### src/rtl/piano_key_encoder_pkg.sv
// -----------------------------------------------------------------------------
// piano_key_encoder_pkg
//  Shared definitions for the piano key front end and the note/indicator logic:
//  note-code type and constants, FSM state encoding and the default debounce
//  sample period.
// -----------------------------------------------------------------------------
package piano_key_encoder_pkg;

    typedef logic [7:0] noteCode_t;

    localparam noteCode_t NOTE_NONE = 8'd0;   // no key down (or disabled)
    localparam noteCode_t NOTE_REST = 8'd99;  // several keys down

    // 20 ms between debounce samples at 50 MHz
    localparam int DEBOUNCE_CYCLES_DEFAULT = 1000000;

    typedef enum logic [1:0] {
        IDLE  = 2'd0,   // code NOTE_NONE
        NOTE  = 2'd1,   // single key, code 1..NUM_KEYS
        CHORD = 2'd2    // code NOTE_REST
    } keyState_t;

endpackage

### src/rtl/piano_key_encoder_if.sv
// -----------------------------------------------------------------------------
// piano_key_encoder_if
//  Note-code bus from the key encoder to its consumers (player, buzzer, lights).
//   note       8  registered note code
//   noteValid  1  one-cycle pulse when note takes a new value
//   keyHeld    1  high while note != NOTE_NONE
//  master: the encoder driving the bus; slave: a consumer.
// -----------------------------------------------------------------------------
interface piano_key_encoder_if;
    import piano_key_encoder_pkg::*;

    noteCode_t note;
    logic      noteValid;
    logic      keyHeld;

    modport master (output note, output noteValid, output keyHeld);
    modport slave  (input  note, input  noteValid, input  keyHeld);
endinterface

### src/rtl/piano_key_encoder_debounce.sv
// -----------------------------------------------------------------------------
// key_debounce_cell
//  One key: 2-flop synchroniser, 3-sample history taken on each debounce tick,
//  and a stable level that only moves after three equal consecutive samples.
//   iClk      in   system clock
//   iReset_n  in   asynchronous active-low reset
//   iTick     in   one-cycle debounce sample strobe
//   iKey      in   raw key switch (asynchronous, may bounce)
//   oStable   out  debounced key level
// -----------------------------------------------------------------------------
module key_debounce_cell (
    input  logic iClk,
    input  logic iReset_n,
    input  logic iTick,
    input  logic iKey,
    output logic oStable
);
    logic [1:0] syncQ;
    logic [2:0] history;
    logic [2:0] historyNext;

    assign historyNext = {history[1:0], syncQ[1]};

    // NOTE: sequential state uses non-blocking (<=) so every flop samples the
    // values from before the clock edge; blocking here would collapse the
    // synchroniser stages into one.
    always_ff @(posedge iClk or negedge iReset_n) begin
        if (!iReset_n) begin
            syncQ   <= '0;
            history <= '0;
            oStable <= 1'b0;
        end else begin
            syncQ <= {syncQ[0], iKey};
            if (iTick) begin
                history <= historyNext;
                // Judge the history including the sample just taken; mixed
                // histories hold the previous level.
                if (historyNext == 3'b111)
                    oStable <= 1'b1;
                else if (historyNext == 3'b000)
                    oStable <= 1'b0;
            end
        end
    end
endmodule

### src/rtl/piano_key_encoder.sv
// -----------------------------------------------------------------------------
// piano_key_encoder
//  Debounces the raw key switches and encodes them into an 8-bit note code:
//  0 = no key, 1..NUM_KEYS = single key k-1, CODE_REST = several keys down.
//   iClk      in   system clock, single domain
//   iReset_n  in   asynchronous active-low reset
//   iKeys     in   raw key switches, active high, asynchronous
//   iEnable   in   enable switch; low forces code 0 (debounce keeps running)
//   noteBus   master modport: note, noteValid, keyHeld (all registered)
// -----------------------------------------------------------------------------
module piano_key_encoder
    import piano_key_encoder_pkg::*;
#(
    parameter int        NUM_KEYS        = 21,  // 1..98
    parameter int        DEBOUNCE_CYCLES = DEBOUNCE_CYCLES_DEFAULT,  // >= 2
    parameter noteCode_t CODE_REST       = NOTE_REST
) (
    input  logic                  iClk,
    input  logic                  iReset_n,
    input  logic [NUM_KEYS-1:0]   iKeys,
    input  logic                  iEnable,
    piano_key_encoder_if.master   noteBus
);
    localparam int CW = $clog2(DEBOUNCE_CYCLES);
    localparam logic [CW-1:0] TICK_LAST = CW'(DEBOUNCE_CYCLES - 1);

    logic [CW-1:0]       tickCount;
    logic                tick;
    logic [NUM_KEYS-1:0] stableKeys;
    logic [1:0]          hits;      // popcount saturated at 2
    noteCode_t           keyIdx;
    keyState_t           state;
    keyState_t           nextState;
    noteCode_t           nextCode;

    // ---------------- debounce sample tick ----------------
    assign tick = (tickCount == TICK_LAST);

    always_ff @(posedge iClk or negedge iReset_n) begin
        if (!iReset_n)
            tickCount <= '0;
        else if (tick)
            tickCount <= '0;
        else
            tickCount <= tickCount + 1'b1;
    end

    // ---------------- per-key debounce ----------------
    for (genvar k = 0; k < NUM_KEYS; k++) begin : gKey
        key_debounce_cell uCell (
            .iClk     (iClk),
            .iReset_n (iReset_n),
            .iTick    (tick),
            .iKey     (iKeys[k]),
            .oStable  (stableKeys[k])
        );
    end

    // ---------------- encoder + next state ----------------
    // NOTE: every variable written in this always_comb gets a default first,
    // so no path leaves it unassigned and no latch is inferred.
    always_comb begin
        hits      = 2'd0;
        keyIdx    = NOTE_NONE;
        nextState = IDLE;
        nextCode  = NOTE_NONE;

        for (int k = 0; k < NUM_KEYS; k++) begin
            if (stableKeys[k]) begin
                if (hits == 2'd0) begin
                    hits   = 2'd1;
                    keyIdx = noteCode_t'(k);
                end else begin
                    hits = 2'd2;
                end
            end
        end

        if (iEnable) begin
            case (hits)
                2'd0:    begin nextState = IDLE;  nextCode = NOTE_NONE;  end
                2'd1:    begin nextState = NOTE;  nextCode = keyIdx + 8'd1; end
                default: begin nextState = CHORD; nextCode = CODE_REST;  end
            endcase
        end
    end

    // ---------------- FSM + registered outputs ----------------
    always_ff @(posedge iClk or negedge iReset_n) begin
        if (!iReset_n) begin
            state             <= IDLE;
            noteBus.note      <= NOTE_NONE;
            noteBus.noteValid <= 1'b0;
            noteBus.keyHeld   <= 1'b0;
        end else begin
            state             <= nextState;
            noteBus.note      <= nextCode;
            // A state change, or a legato NOTE->NOTE move to another key.
            noteBus.noteValid <= (nextState != state) ||
                                 (nextState == NOTE && nextCode != noteBus.note);
            noteBus.keyHeld   <= (nextState != IDLE);
        end
    end
endmodule

### src/flat_wrapper.sv
// flat-port wrapper written by rule: the top's interface ports become plain ports
module piano_key_encoder_flat import piano_key_encoder_pkg::*;
#(
    parameter int        NUM_KEYS        = 21,          
    parameter int        DEBOUNCE_CYCLES = DEBOUNCE_CYCLES_DEFAULT,         
    parameter noteCode_t CODE_REST       = NOTE_REST
)
  (iClk, iReset_n, iKeys, iEnable, noteBus_note, noteBus_noteValid, noteBus_keyHeld);
  piano_key_encoder_if noteBus_i ();
  input  logic iClk;
  input  logic iReset_n;
  input  logic [NUM_KEYS-1:0] iKeys;
  input  logic iEnable;
  output wire logic [$bits(noteBus_i.note)-1:0] noteBus_note;
  output wire logic [$bits(noteBus_i.noteValid)-1:0] noteBus_noteValid;
  output wire logic [$bits(noteBus_i.keyHeld)-1:0] noteBus_keyHeld;
  assign noteBus_note = noteBus_i.note;
  assign noteBus_noteValid = noteBus_i.noteValid;
  assign noteBus_keyHeld = noteBus_i.keyHeld;
  piano_key_encoder #(.NUM_KEYS(NUM_KEYS), .DEBOUNCE_CYCLES(DEBOUNCE_CYCLES), .CODE_REST(CODE_REST)) u_core (.iClk(iClk), .iReset_n(iReset_n), .iKeys(iKeys), .iEnable(iEnable), .noteBus(noteBus_i));
endmodule
### config.mk
export PLATFORM = sky130hd
export DESIGN_NAME = piano_key_encoder_flat
export DESIGN_NICKNAME = d
export VERILOG_FILES = /design/src/rtl/piano_key_encoder_pkg.sv /design/src/rtl/piano_key_encoder_if.sv /design/src/rtl/piano_key_encoder_debounce.sv /design/src/rtl/piano_key_encoder.sv /design/src/flat_wrapper.sv
export SDC_FILE = /design/constraint.sdc
export NUM_CORES = 1
export LEC_CHECK = 0
export CAP_MARGIN = 5
export CORE_MARGIN = 2
export CORE_UTILIZATION = 30
export CTS_BUF_LIST = sky130_fd_sc_hd__clkbuf_2
export DETAILED_ROUTE_END_ITERATION = 10
export GPL_ROUTABILITY_DRIVEN = 0
export PLACE_DENSITY = 0.44
export SLEW_MARGIN = 20
export SYNTH_ARGS = -nofsm -noshare
export SYNTH_HDL_FRONTEND = slang
export SYNTH_SLANG_ARGS = --single-unit
### constraint.sdc
create_clock -name iClk -period 4.6 [get_ports iClk]
set_input_delay 0.92 -clock iClk [delete_from_list [all_inputs] [get_ports iClk]]
set_output_delay 0.92 -clock iClk [all_outputs]
set_load 0.005 [all_outputs]
**Word level (Yosys, flattened, before mapping)**

Index checks and enable logic that the tools add are counted.

- Register bits after elaboration: 137
- Latch bits: 0
- Memory bits (writable): 0
- Memory bits (read-only): 0
- Input bits: 24
- Word-level logic and storage cells: 311
- Memories: 0

- $add $sub $neg: 2
- $mul: 0
- Divide/modulo/power cells: 0
- Order comparisons: 0
- Equality and inequality tests: 26
- Shift-type cells: 0
- Multiplexer cells: 128
- Bitwise operators: 0
- Reduce and logical (&&, ||, !) cells: 87

Operator list:

| cell | number |
|---|---|
| $mux 8 | 40 |
| $mux 2 | 41 |
| $eq 3x3->1 const B | 21 |
| $logic_not 3->1 | 21 |
| $mux 1 | 44 |
| $reduce_bool 2->1 | 22 |
| $logic_not 2->1 | 21 |
| $reduce_and 2->1 | 21 |
| $add 20x1->20 const B | 1 |
| $eq 20x20->1 const B | 1 |
| $mux 20 | 1 |
| $pmux 8 s2 | 1 |
| $add 8x1->8 const B | 1 |
| $ne 8x8->1 | 1 |
| $eq 2x1->1 const B | 2 |
| $pmux 2 s2 | 1 |
| $ne 2x2->1 | 1 |
| $logic_and 1x1->1 | 1 |
| $logic_or 1x1->1 | 1 |

**Logic depth before layout (Yosys ltp)**

Gate-level depths: netlist of the first run.

- Word-level depth: 67
- Mapped depth: 19
- Depth with buffers taken out: 18

**Hierarchy**

Synthesis of the first run repeated with hierarchy kept, for this count alone.

- Cells, all modules: 565
- Area, all modules: 6561.3 sq um

By module, submodules not included:

| module | times used | cells each | area each (sq um) | seq. area each (sq um) |
|---|---|---|---|---|
| key_debounce_cell | 21 | 11 | 182.7 | 125.1 |
| piano_key_encoder | 1 | 334 | 2725.1 | 750.7 |

**Worst setup path after synthesis of the first run**

Ideal clock, no wire load.

- Kind: reg2reg
- From: register u_core.gKey[1].uCell.oStable
- To: register u_core.noteBus.noteValid
- Setup time: 0.131 ns
- Arrival: 4.150 ns
- Slack: 0.319 ns
- Cell stages (with the launch flop): 19
- Buffers on the path: 0
- Clock period less this slack: 4.281 ns
- Cell sequence: dfrtp_1 inv_1 ha_1 nor2b_1 or3_4 a31oi_4 mux2i_1 nand4_1 a211o_1 and4bb_4 a32o_1 o21ai_2 ha_1 nand3_1 o22ai_1 nand3_1 a211o_1 nor4_1 a31oi_1

- Cells in the longest elaborated chain, start to end: 64

RTL lines:

| element | RTL line | source |
|---|---|---|
| from (decl) | piano_key_encoder_debounce.sv:16 | `output logic oStable` |
| from (signal assigned) | piano_key_encoder_debounce.sv:31 | `oStable <= 1'b0;` |
| from (signal assigned) | piano_key_encoder_debounce.sv:39 | `oStable <= 1'b1;` |
| from (signal assigned) | piano_key_encoder_debounce.sv:41 | `oStable <= 1'b0;` |
| $mux 2 | piano_key_encoder.sv:69 | `if (stableKeys[k]) begin` |
| $logic_not 2->1 | piano_key_encoder.sv:70 | `if (hits == 2'd0) begin` |
| $mux 2 | piano_key_encoder.sv:70 |  |
| $mux 2 | piano_key_encoder.sv:69 |  |
| $logic_not 2->1 | piano_key_encoder.sv:70 |  |
| $mux 2 | piano_key_encoder.sv:70 |  |
| $mux 2 | piano_key_encoder.sv:69 |  |
| $logic_not 2->1 | piano_key_encoder.sv:70 |  |
| [48 not listed] | n/a |  |
| $mux 8 / $mux 2 (equally long branches) | piano_key_encoder.sv:70 |  |
| $mux 8 / $mux 2 (equally long branches) | piano_key_encoder.sv:69 |  |
| $add 8x1->8, or another cell as far along | piano_key_encoder.sv:82 | `2'd1: begin nextState = NOTE; nextCode = keyIdx + 8'd1; end` |
| $pmux 8 s2 / $pmux 2 s2 (equally long branches) | piano_key_encoder.sv:80 | `case (hits)` |
| $mux 8 / $mux 2 (equally long branches) | piano_key_encoder.sv:79 | `if (iEnable) begin` |
| $ne 8x8->1 / $eq 2x1->1 (equally long branches) | piano_key_encoder.sv:100 | `(nextState == NOTE && nextCode != noteBus.note);` |
| $logic_and 1x1->1 | piano_key_encoder.sv:100 |  |
| $logic_or 1x1->1 * | piano_key_encoder.sv:99 | `noteBus.noteValid <= (nextState != state) \|\|` |
| to (signal assigned) | piano_key_encoder.sv:99 |  |
| to (decl) | piano_key_encoder_if.sv:16 | `modport master (output note, output noteValid, output keyHeld);` |

Every way passes the cells marked *; elsewhere a longest branch is shown, timed or not.
A chain may end at the register's enable or synchronous reset.

**Worst setup path in the final report of the first run**

Same ends and word-level chain as after synthesis.

==> impl_metrics.yaml, run 1 <==
sta:
  fin_crit_ns: 4.37
  layout_setup_ws_ns: 0.226
  hold_violations: 0
  drv_slew: 0
  timing.final.crit_share: 0.951
  fmax_mhz: 229
  tns_ns: 0
  tightest_slew_ns: 0.887
  relSlewSlack: 0.409
  fin_skew_ns: 0.0443
  rsz0062_at_grt: "false"
  setup_viol: 0
clock_tree:
  cts_buffer_depth: 2
  cts_buffers: 17
  clk_latency_ns: 0.70
  htree_levels: 4
  cts.sinks: 135
  cts_tree: "done"
  clk_pin_slew_ns: 0.24
  hold_buffers: 0
  root_buffer: "clkbuf_2"
setup_path:
  r2r_slack_ns: 0.23
  reg2reg_to: "u_core.noteBus.noteValid"
  path_max_fanout: 7
  crit_type: "reg -> reg"
  cp-start-kind: "flip-flop"
  arrival_ns: 4.99
  rr_worst_depth: 18
  critPathLaunch: "u_core.gKey[1].uCell.oStable"
  r2r_start: "u_core.gKey[1].uCell.oStable"
  cp.required_ns: 5.22
  critPathCaptureType: "flip-flop"
drt:
  wirelength_um: 13800
  avgRoutedWirePerCell_um: 13.7
  ant_nets: 0
  viasPerCell: 4.95
  drc: 0
  vias: 4999
  dr.pass1.iters: 5
  drt-initial-drc-count: 389
placement:
  pre_cts_ws_ns: -0.00700
  placed_area_um2: 7090
  io_buffers: 32
  dpl.hpwl_um: 9520
  dp_cells: 968
logic_synthesis:
  synthCells: 679
  synth_nets: 709
  synth-seq-cells: 135
  syn-cell-area_um2: 6460
  yosysSeqAreaShare: 0.523
  syn_avg_cell_area_um2: 9.52
  async_reset_ff_frac: 1.00
  synth_edf_count: 0
  ys_warn_count: 0
  ys.flop_type: "dfrtp_1"
  ys_types: 76
die:
  boundaryPins: 34
  coreArea_um2: 21100
  die_area_um2: 22700
  fp.dieW_um: 151
  rows: 53
  die_h_um: 151
  start_util: 0.306
global_route:
  track_usage: 0.130
  grt_pass1_wl_um: 23500
  grt_antenna_before_repair: 1
  grt-ovfl-total: 0
  first_global_vias: 4588
  grt_max_degree: 95
layout:
  final_cells: 1009
  nets: 750
  stdcell_area_um2: 7420
  fin_util: 0.352
  syn_to_final_growth_pct: 14.8
  drive_gt1_frac: 0.123
status:
  status: "complete, no violations"
run:
  cap_viol_max_count: 0
power_and_ir_drop:
  total_leakage_power_nw: 3.38
  ir_worst_vdd_v: 0.000140
  p_per_area_nw_per_um2: 256
min_path:
  min_path_type: "in -> async"
critical path, stage by stage, from the launching register on:
cell,delay [ns]
dfrtp_1,0.44
inv_1,0.15
ha_4,0.25
nor2b_1,0.14
or3_4,0.37
a31oi_4,0.32
mux2_4,0.35
nor3_4,0.24
and2_1,0.19
and4bb_4,0.20
a32o_1,0.27
o21ai_2,0.15
ha_1,0.20
nand3_1,0.09
o22ai_2,0.20
nand3_1,0.10
a211o_1,0.32
nor4_2,0.21
a31oi_1,0.11
area by class of cell:
type                    count  area, um2
clock inverters            15        120
inverters                  18       67.6
flip-flops and latches    135       3380
multi-input cells         493       2930
diodes                      1       2.50
well taps                 275        344
repair buffers             55        494
clock buffers              17       85.1
fillers                  2130      13700
sequential cells by signal (all words and copies together) (netlist names):
| signal | cells |
|---|---|
| u_core.noteBus.noteValid | 1 |
| u_core.noteBus.note | 7 |
| u_core.tickCount | 20 |
| u_core.state | 1 |
| u_core.gKey.uCell.oStable | 21 |
| u_core.gKey.uCell.history | 42 |
| u_core.noteBus.keyHeld | 1 |
| u_core.gKey.uCell.syncQ | 42 |
layer usage:
| layer | GRT usage | part of all wire |
|---|---|---|
| met5 | 0 | 0 |
| met4 | 0.0369 | 0.012 |
| met3 | 0.0349 | 0.043 |
| met2 | 0.196 | 0.45 |
| met1 | 0.183 | 0.50 |
stage by stage:
step / hold slack [ns] / total power, mW
2_1_floorplan: 0.331 / 1.24
3_3_place_gp: 0.332 / 1.29
3_5_place_dp: 0.335 / 1.29
4_1_cts: 0.237 / 1.95
5_1_grt: 0.263 / 2.02
6_report: 0.267 / 1.90
cell families after synthesis:
group | share of synthesized area
AND/OR/NAND/NOR | 0.253
flip-flops | 0.523
AO/OA/AOI/OAI | 0.135
buffers and inverters | 0.0343
XOR/XNOR | 0.0325
adder cells (fa/ha/maj) | 0.0149
multiplexers | 0.00697
other | 0.000580
worst max path at each step:
stage / end / cells after the start / slack, ns
final: u_core.noteBus.noteValid / 18 / 0.23
after global routing: u_core.noteBus.noteValid / 18 / 0.01
after CTS: u_core.noteBus.noteValid / 18 / 0.05
after detailed placement: u_core.noteBus.noteValid / 18 / -0.007
after global placement: u_core.noteBus.noteValid / 18 / 0.11
after floorplan: u_core.noteBus.noteValid / 18 / 0.32
power breakdown:
group / switching [mW] / internal, mW / leakage, nW / total, mW
Combinational: 0.0279 / 0.0199 / 1.49 / 0.0478
Clock: 0.484 / 0.153 / 0.119 / 0.637
Sequential: 0.00982 / 1.21 / 1.77 / 1.22
Total: 0.522 / 1.38 / 3.38 / 1.90
cells in the final DEF, fill, tap and decap left out, drive strengths merged, types with 5 or more instances in the layout:
master and n:
or3 15, xnor2 13, inv 24, nand2b 7, buf 24, dfrtp 135
nand2 160, nor4 10, nor3 21, and3 18, clkdlybuf4s50 31, xor2 11
a31oi 18, nor3b 5, o211ai 6, clkbuf 17, nor2b 8, nand4 9
and2 5, clkinv 6, a21oi 21, nand3 20, o21ai 33, nor2 42
ha 6
cell usage after synthesis (all sizes together) (6+ instances only):
master    n  share of area
or3      15          0.015
nor2b     8         0.0077
a21oi    21          0.017
buf      12          0.012
nor3     21          0.018
o21ai    33          0.026
xor2     11          0.015
clkbuf   21          0.012
nand4     9         0.0087
inv      18          0.010
ha        6          0.012
a31oi    18          0.022
xnor2    13          0.018
and3     18          0.017
nor4     10          0.014
nand2   160          0.093
nand3    20          0.015
nand2b    7         0.0068
nor2     42          0.024
dfrtp   135           0.52
o211ai    6         0.0085
what timing repair did:
item / CTS / global route
gates resized for setup: 2 / 9
gates cloned: 0 / 0
endpoints found under the setup margin: 1 / 1
buffers inserted: 0 / 8
pin swaps: 1 / 4
Note: power is estimated with default switching activity, not from simulation.
==> run 2, diff against run 1 <==
PLACE_DENSITY = 0.43   (was 0.44)
SETUP_SLACK_MARGIN = 0.05   (was not set)
clock period = 5.4 ns   (was 4.6 ns; I/O delays follow)
==> impl_metrics.yaml, run 2 (synthesis results as in run 1) <==
drt:
  dr.pass1.iters: 4
  avgRoutedWirePerCell_um: 13.7
  ant_nets: 0
  viasPerCell: 4.88
  drt-initial-drc-count: 404
  wirelength_um: 13600
  vias: 4831
  drc: 0
sta:
  rsz0062_at_grt: "false"
  fin_crit_ns: 4.79
  fmax_mhz: 209
  tightest_slew_ns: 0.925
  hold_violations: 0
  tns_ns: 0
  setup_viol: 0
  fin_skew_ns: 0.0432
  relSlewSlack: 0.384
  drv_slew: 0
  timing.final.crit_share: 0.886
placement:
  io_buffers: 32
  dpl.hpwl_um: 9170
min_path:
  holdCritStartpoint: "u_core.gKey[1].uCell.syncQ[0]"
  whs_endpoint: "u_core.gKey[1].uCell.syncQ[1]"
  min_path_type: "reg -> reg"
  hold_path_depth: 0
clock_tree:
  cts_resized: 0
  postCtsSetupRepairBufs: 0
  root_buffer: "clkbuf_2"
  htree_levels: 4
  hold_buffers: 0
  clk_pin_slew_ns: 0.21
  cts.sinks: 135
  cts_buffers: 17
  clk_latency_ns: 0.70
  cts_buffer_depth: 2
  cts_tree: "done"
setup_path:
  slowest_stage: "dfrtp_1"
  r2r_slack_ns: 0.61
  r2r_start: "u_core.gKey[1].uCell.oStable"
  cp-start-kind: "flip-flop"
  cp.required_ns: 5.98
  crit_type: "reg -> reg"
  path_cells: "inv_1 -> ha_1 -> nor2b_1 -> or3_4 -> a31oi_4 -> mux2i_1 -> nand4_1 -> a211o_1 -> and4bb_4 -> a32o_1 -> o21ai_2 -> ha_1 -> nand3_1 -> o22ai_1 -> nand3_1 -> a211o_1 -> nor4_1 -> a31oi_1"
  crit_family: "compound AO/OA/AOI/OAI gates"
  rr_worst_depth: 18
  critPathCaptureType: "flip-flop"
  arrival_ns: 5.37
  reg2reg_to: "u_core.noteBus.noteValid"
  path_max_fanout: 8
  cp_num_buf_inv: 1
  critical_path.max_stage_delay_ns: 0.44
die:
  fp.dieW_um: 151
  start_util: 0.306
  die_h_um: 151
  rows: 53
  coreArea_um2: 21100
  boundaryPins: 34
  die_area_um2: 22700
power_and_ir_drop:
  p_per_area_nw_per_um2: 227
  finalPower_mw: 1.64
  ir_worst_vdd_v: 0.000102
  total_leakage_power_nw: 3.31
layout:
  nets: 730
  mostFrequentLayoutCells: "160 x nand2_1, 135 x dfrtp_1, 42 x nor2_1, 31 x o21ai_0, 31 x clkdlybuf4s50_1"
  largestRegisters: "u_core.gKey.uCell.history: 42 flops, u_core.gKey.uCell.syncQ: 42 flops, u_core.gKey.uCell.oStable: 21 flops"
  syn_to_final_growth_pct: 11.8
  final_common_cell: "nand2_1"
  drive_gt1_frac: 0.0884
global_route:
  first_global_vias: 4629
  grt_antenna_before_repair: 1
  grt_pass1_wl_um: 23500
  grt-ovfl-total: 0
  grt_max_degree: 98
  track_usage: 0.131
status:
  status: "complete, no violations"
run:
  cap_viol_max_count: 0
==> run 2: area by class of cell <==
type / instances / area (um2)
fillers: 2192 / 13900
flip-flops and latches: 135 / 3380
multi-input cells: 493 / 2870
repair buffers: 35 / 344
well taps: 275 / 344
clock inverters: 14 / 126
clock buffers: 18 / 90.1
inverters: 18 / 67.6
diodes: 2 / 5.00
==> run 2: worst reg2reg max path: cells and delay by family (launching register included) <==
kind / cells / cell delay [ns]
mux: 1 / 0.36
flops: 1 / 0.44
buf+inv: 1 / 0.09
fa+ha+maj: 2 / 0.63
compound gates: 7 / 1.76
simple gates: 7 / 1.41
==> run 2: power breakdown <==
group	switching, mW	leakage, nW	internal (mW)
logic	0.0238	1.40	0.0164
registers	0.00864	1.77	1.03
clock network	0.392	0.135	0.171
total	0.425	3.31	1.22
==> run 2: worst max path at each step <==
stage,start,endpoint,slack [ns],cells after the start
after floorplan,u_core.gKey[1].uCell.oStable,u_core.noteBus.noteValid,1.12,18
after global placement,u_core.gKey[1].uCell.oStable,u_core.noteBus.noteValid,0.77,18
after detailed placement,u_core.gKey[1].uCell.oStable,u_core.noteBus.noteValid,0.63,18
after CTS,u_core.gKey[1].uCell.oStable,u_core.noteBus.noteValid,0.59,18
after global routing,u_core.gKey[1].uCell.oStable,u_core.noteBus.noteValid,0.18,18
final,u_core.gKey[1].uCell.oStable,u_core.noteBus.noteValid,0.61,18
==> run 2: per-layer routing <==
metal	global-route usage	part of all wire	routed length (um)
met1	0.183	0.50	6830
met2	0.197	0.45	6070
met5	0	0	0
met3	0.0298	0.033	448
met4	0.0514	0.017	229
==> run 2: metrics by stage <==
| step | instance area, um2 | setup WS [ns] | hold slack, ns | utilization | std cells |
|---|---|---|---|---|---|
| finish | 7220 | 0.615 | 0.363 | 0.343 | 990 |
| global route | 7220 | 0.180 | 0.373 | 0.343 | 990 |
| floorplan | 6460 | 1.12 | 0.331 | - | 679 |
| CTS | 7220 | 0.586 | 0.368 | 0.342 | 988 |
| global placement | 7000 | 0.773 | 0.334 | 0.332 | 956 |
| detailed placement | 7000 | 0.633 | 0.335 | 0.332 | 956 |
